<file path="src/rtl/debounce.sv">
// Pushbutton debouncer with press/release/long-press pulses; toggle_o output only when DEBOUNCE_TOGGLE_EN is defined.
// Latency: 2+DIV cycles from a clean btn_i edge to press_o/release_o; no backpressure, all outputs registered.
`ifndef DEFAULT_FREQ
`define DEFAULT_FREQ 100_000_000
`endif

module debounce #(
   parameter int FREQ       = `DEFAULT_FREQ,
   parameter int MSECS      = 20,
   parameter int LONG_MSECS = 1000
) (
   input  logic clk_i,
   input  logic rst_ni,
   input  logic btn_i,
   output logic level_o,
   output logic press_o,
   output logic release_o,
   output logic long_o
`ifdef DEBOUNCE_TOGGLE_EN
   ,
   output logic toggle_o
`endif
);

   localparam longint DIV  = longint'(FREQ) * MSECS / 1000;
   localparam longint LDIV = longint'(FREQ) * LONG_MSECS / 1000;
   localparam int     CW   = (DIV > 1) ? $clog2(DIV) : 1;
   localparam int     LW   = $clog2(LDIV + 1);

   typedef enum logic [1:0] {IDLE, PRESS_WAIT, PRESSED, RELEASE_WAIT} state_t;

   state_t          state_q, state_d;
   logic [1:0]      sync_q;
   logic            s;
   logic [CW-1:0]   cnt_q;
   logic [LW-1:0]   lcnt_q;
   logic            cnt_done, lcnt_hit;
   logic            level_d, press_d, release_d, long_d;

   assign s        = sync_q[1];
   assign cnt_done = (cnt_q == CW'(DIV - 1));
   assign lcnt_hit = (lcnt_q == LW'(LDIV - 1));

   always_ff @(posedge clk_i) begin
      if (!rst_ni) begin
         sync_q  <= '0;
         state_q <= IDLE;
      end else begin
         sync_q  <= {sync_q[0], btn_i};
         state_q <= state_d;
      end
   end

   always_comb begin
      state_d = state_q;
      case (state_q)
         IDLE:         if (s) state_d = PRESS_WAIT;
         PRESS_WAIT:   if (!s) state_d = IDLE;
                       else if (cnt_done) state_d = PRESSED;
         PRESSED:      if (!s) state_d = RELEASE_WAIT;
         RELEASE_WAIT: if (s) state_d = PRESSED;
                       else if (cnt_done) state_d = IDLE;
         default:      state_d = IDLE;
      endcase
   end

   always_comb begin
      press_d   = (state_q == PRESS_WAIT) && s && cnt_done;
      release_d = (state_q == RELEASE_WAIT) && !s && cnt_done;
      long_d    = (state_q == PRESSED) && lcnt_hit;
      level_d   = level_o;
      if (press_d)   level_d = 1'b1;
      if (release_d) level_d = 1'b0;
   end

   // lcnt parks at LDIV after the long pulse; while releasing it stops one short so long_o can only fire from PRESSED
   always_ff @(posedge clk_i) begin
      if (!rst_ni) begin
         cnt_q  <= '0;
         lcnt_q <= '0;
      end else begin
         case (state_q)
            IDLE: cnt_q <= '0;
            PRESS_WAIT: begin
               lcnt_q <= '0;
               if (s && !cnt_done) cnt_q <= cnt_q + CW'(1);
            end
            PRESSED: begin
               cnt_q <= '0;
               if (lcnt_hit)                       lcnt_q <= LW'(LDIV);
               else if (lcnt_q < LW'(LDIV - 1))    lcnt_q <= lcnt_q + LW'(1);
            end
            RELEASE_WAIT: begin
               if (!s && !cnt_done)             cnt_q  <= cnt_q + CW'(1);
               if (lcnt_q < LW'(LDIV - 1))      lcnt_q <= lcnt_q + LW'(1);
            end
            default: cnt_q <= '0;
         endcase
      end
   end

   always_ff @(posedge clk_i) begin
      if (!rst_ni) begin
         level_o   <= 1'b0;
         press_o   <= 1'b0;
         release_o <= 1'b0;
         long_o    <= 1'b0;
      end else begin
         level_o   <= level_d;
         press_o   <= press_d;
         release_o <= release_d;
         long_o    <= long_d;
      end
   end

`ifdef DEBOUNCE_TOGGLE_EN
   always_ff @(posedge clk_i) begin
      if (!rst_ni)      toggle_o <= 1'b0;
      else if (press_d) toggle_o <= ~toggle_o;
   end
`endif

endmodule

</file>
<file path="config.mk">
export PLATFORM = sky130hd
export DESIGN_NAME = debounce
export DESIGN_NICKNAME = d
export VERILOG_FILES = /design/src/rtl/debounce.sv
export SDC_FILE = /design/constraint.sdc
export NUM_CORES = 1
export LEC_CHECK = 0
export ABC_AREA = 1
export BUFFER_PORTS_ARGS = -buffer_cell sky130_fd_sc_hd__clkbuf_2
export CAP_MARGIN = 15
export CORE_MARGIN = 8
export CORE_UTILIZATION = 55
export DETAILED_ROUTE_END_ITERATION = 7
export PLACE_DENSITY = 0.79
export SLEW_MARGIN = 20
export SYNTH_ARGS = -nofsm -noshare
export SYNTH_HDL_FRONTEND = slang
export SYNTH_SLANG_ARGS = --single-unit
</file>
<file path="constraint.sdc">
create_clock -name clk_i -period 1.82 [get_ports clk_i]
set_clock_uncertainty 0.15 [all_clocks]
set_input_delay 0.182 -clock clk_i [delete_from_list [all_inputs] [get_ports clk_i]]
set_output_delay 0.182 -clock clk_i [all_outputs]
set_load 0.05 [all_outputs]
</file>
==> impl_metrics.csv <==
group,metric,value,unit
sta,slew_headroom,0.7850,
floorplan,die_h,100.5,µm
setup_path,cp_data_arrival_time,1.85,ns
setup_path,crit_path_top_delay_cell,"dfxtp_2",
floorplan,die_w,100.5,µm
layout,num-nets-final,755,
route,drc_errors,0,
floorplan,ios,7,
sta,worst_pin_slew,0.3220,ns
setup_path,r2r_cells,12,
logic_synthesis,yosys_register_bits,56,
route,dr.pass1.iters,5,
setup_path,max_stage_delay,0.36,ns
grt,grt_antenna_before_repair,0,
worst_hold_path,hp-class,"input pin to flip-flop",
floorplan,rows,31,
route,ant_nets,0,
flow_run,cap_violations,0,
sta,rsz0062_at_grt,"yes",
floorplan,dieArea,10100,µm²
layout,areaGrowthSynthToFinish,27.44,%
cts,cts_buffer_depth,2,
logic_synthesis,synth-edff-count,0,
grt,overflow,0,
sta,worst_slack,0.02500,ns
cts,cts_tree,"done",
placement,placed_area,4559,µm²
route,num_vias,4579,
setup_path,endpoint_kind,"flip-flop",
power,ir_drop,0.4249,mV
grt,grt_use_total,0.2354,
logic_synthesis,synth_ff_type,"dfxtp_1",
floorplan,core,7098,µm²
run_status,status,"finished clean",
cts,worstSkewPairLatency,0.32,ns
logic_synthesis,avgSynthCellArea,5.922,µm²
logic_synthesis,async_flop_share,0,
setup_path,cp_data_required_time,1.88,ns
layout,drive_above_1_share,0.2850,
route,drt-initial-drc-count,437,
floorplan,start_util,0.5531,
cts,cts_root_buffer,"clkbuf_8",
sta,post-route-period-util,0.9863,
power,p_leak,1.920,nW
placement,dp.cells,830,
power,finalPower,2.009,mW
sta,max_freq,557.1,MHz
route,detail_route.wl_per_cell,13.94,µm
layout,fin_area,5004,µm²
placement,placement.io_buffers,6,
logic_synthesis,ys_seq_area_frac,0.2855,
setup_path,reg2reg_slack,0.02,ns
placement,post-dp-hpwl,8091,µm
layout,stdcell_count,850,
placement,routabilityCongestion,1.000,
cts,cts_made_buffers,5,
sta,layout_min_cycle_time,1.795,ns
worst_hold_path,hold_end,"sync_q[1]",
setup_path,path_class,"flip-flop to flip-flop",
placement,post-place-ws,-0.3105,ns
setup_path,worst_path_most_repeated_cell,"nand2_1",
worst_hold_path,hold_depth,3,
sta,slew_violations,0,
logic_synthesis,synth_nets,668,
setup_path,cp_max_fo,4,
sta,hold_violations,0,
layout,antenna_cells,0,
route,viasPerCell,5.387,
grt,grt_max_degree,28,
setup_path,r2r_start,"lcnt_q[17]",
cts,clock-sinks,56,
cts,cts-htree-levels,2,
logic_synthesis,yosysWarnings,0,
grt,grt_pass1_wl,19460,µm
layout,final_util,0.7049,
route,drt-total-wl,11850,µm
power,powerDensity,401.5,nW/µm²
logic_synthesis,ys_types,32,
worst_hold_path,min-delay-start,"rst_ni",
cts,clkTransAtPathRegs,0.11,ns
setup_path,path_cells,"inv_1, buf_4, nand2_1, nor2_2, nand2_2, nor2_4, nand2_4, buf_4, nand3_1, nand2_1, nand2_1, a21oi_2",
logic_synthesis,syn_area,3926,µm²
logic_synthesis,syn_inst,663,
grt,grt_pass1_vias,4327,
setup_path,critPathLaunchType,"flip-flop",
sta,setup_violations,0,
setup_path,r2r-end,"lcnt_q[15]",
==> layer usage <==
metal / wire (µm) / vias to the layer above / GRT usage
met5: 0 / - / 0
met4: 265 / 0 / 0.06860
met3: 1039 / 26 / 0.04075
met2: 5381 / 202 / 0.3836
met1: 5163 / 2082 / 0.3093
li1: - / 2269 / -
==> layout make-up <==
type,count,area (µm²)
Tap cell,99,123.9
Inverter,63,247.7
Timing Repair Buffer,97,735.7
Multi-Input combinational cell,527,2655
Sequential cell,56,1151
Clock inverter,3,21.27
Fill cell,577,2095
Clock buffer,5,68.82
==> cell families after synthesis <==
logic type	count (synthesis)	share of synthesized area
XOR/XNOR	16	0.03569
buffers and inverters	83	0.09624
flip-flops	56	0.2855
AND/OR/NAND/NOR	445	0.4853
adder cells (fa/ha/maj)	2	0.006372
AO/OA/AOI/OAI	61	0.09082
==> flip-flops by register name, indices dropped and copies added, names as in the netlist, named ones only <==
name and flops:
state_q 1, lcnt_q 27, long_o 1, press_o 1
cnt_q 21, release_o 1, level_o 1, sync_q 2
==> synthesized netlist by cell type (2+ instances only) <==
cell	instances	area, µm²
a21oi_1	36	180.2
a21oi_2	13	113.9
buf_2	6	30.03
buf_4	2	15.01
buf_6	3	33.78
clkbuf_1	7	26.28
clkinv_1	3	11.26
dfxtp_1	56	1121
ha_1	2	25.02
inv_1	56	210.2
inv_2	3	11.26
nand2_1	253	949.7
nand2_2	14	87.58
nand2_4	2	22.52
nand3_1	48	240.2
nand3_2	2	20.02
nand4_1	17	106.4
nor2_1	90	337.8
nor2_2	5	31.28
nor2_4	4	45.04
nor3_1	7	35.03
o21ai_0	9	45.04
o21ai_1	2	10.01
xnor2_1	2	17.52
xor2_1	14	122.6
==> worst max path at each step <==
| stage | cells after the start | start | slack (ns) | to |
|---|---|---|---|---|
| 2_1_floorplan | 11 | lcnt_q[1] | 0.01 | lcnt_q[3] |
| 3_3_place_gp | 12 | lcnt_q[25] | -0.25 | lcnt_q[23] |
| 3_5_place_dp | 12 | lcnt_q[25] | -0.31 | lcnt_q[18] |
| 4_1_cts | 8 | cnt_q[1] | -0.005 | level_o |
| 5_1_grt | 12 | lcnt_q[17] | -0.07 | lcnt_q[22] |
| 6_report | 12 | lcnt_q[17] | 0.02 | lcnt_q[15] |
==> report_power, final <==
part | internal (mW) | switching, mW
clock | 0.275 | 0.443
sequential | 1.22 | 0.00271
combinational | 0.0168 | 0.0490
==> cell usage in the layout (no fill, tap or decap), types with 2 or more instances in the layout <==
cell / n
nor2_2: 23
clkbuf_8: 5
nand3_1: 48
clkbuf_2: 6
nand2_4: 4
buf_6: 2
a21oi_1: 33
a21oi_2: 16
buf_4: 87
nand4_1: 17
xor2_1: 14
nand3_4: 4
dfxtp_2: 15
dfxtp_1: 38
nor2_1: 64
clkinv_2: 2
dfxtp_4: 3
inv_2: 3
inv_1: 56
nor3_1: 5
o21ai_0: 8
nor2_4: 13
xnor2_1: 2
nand2_2: 21
nand2_1: 244
nor3_2: 2
o21ai_1: 3
==> worst max-delay path: cells and delay by family (launching register included) <==
family / cells / cell delay, ns
AOI/OAI and AO/OA: 1 / 0.06
buffers and inverters: 3 / 0.37
DFF: 1 / 0.36
and+or+nand+nor: 8 / 0.75
==> metrics by stage <==
stage	setup TNS, ns	hold WS, ns
CTS	-0.004707	0.01428
floorplan	0	0.1255
finish	0	0.02619
global placement	-4.808	0.2234
global route	-0.8593	0.04164
detailed placement	-5.963	0.2266
==> repair_timing <==
action                                 CTS  global route
endpoints found under the hold margin    1             0
buffers inserted                         2             6
gates cloned                             3             0
pin swaps                                5            20
gates resized for setup                 13            71
hold buffers                             1             0
setup endpoints to repair               41            52
No activity file was read; power rests on OpenSTA's default activity.
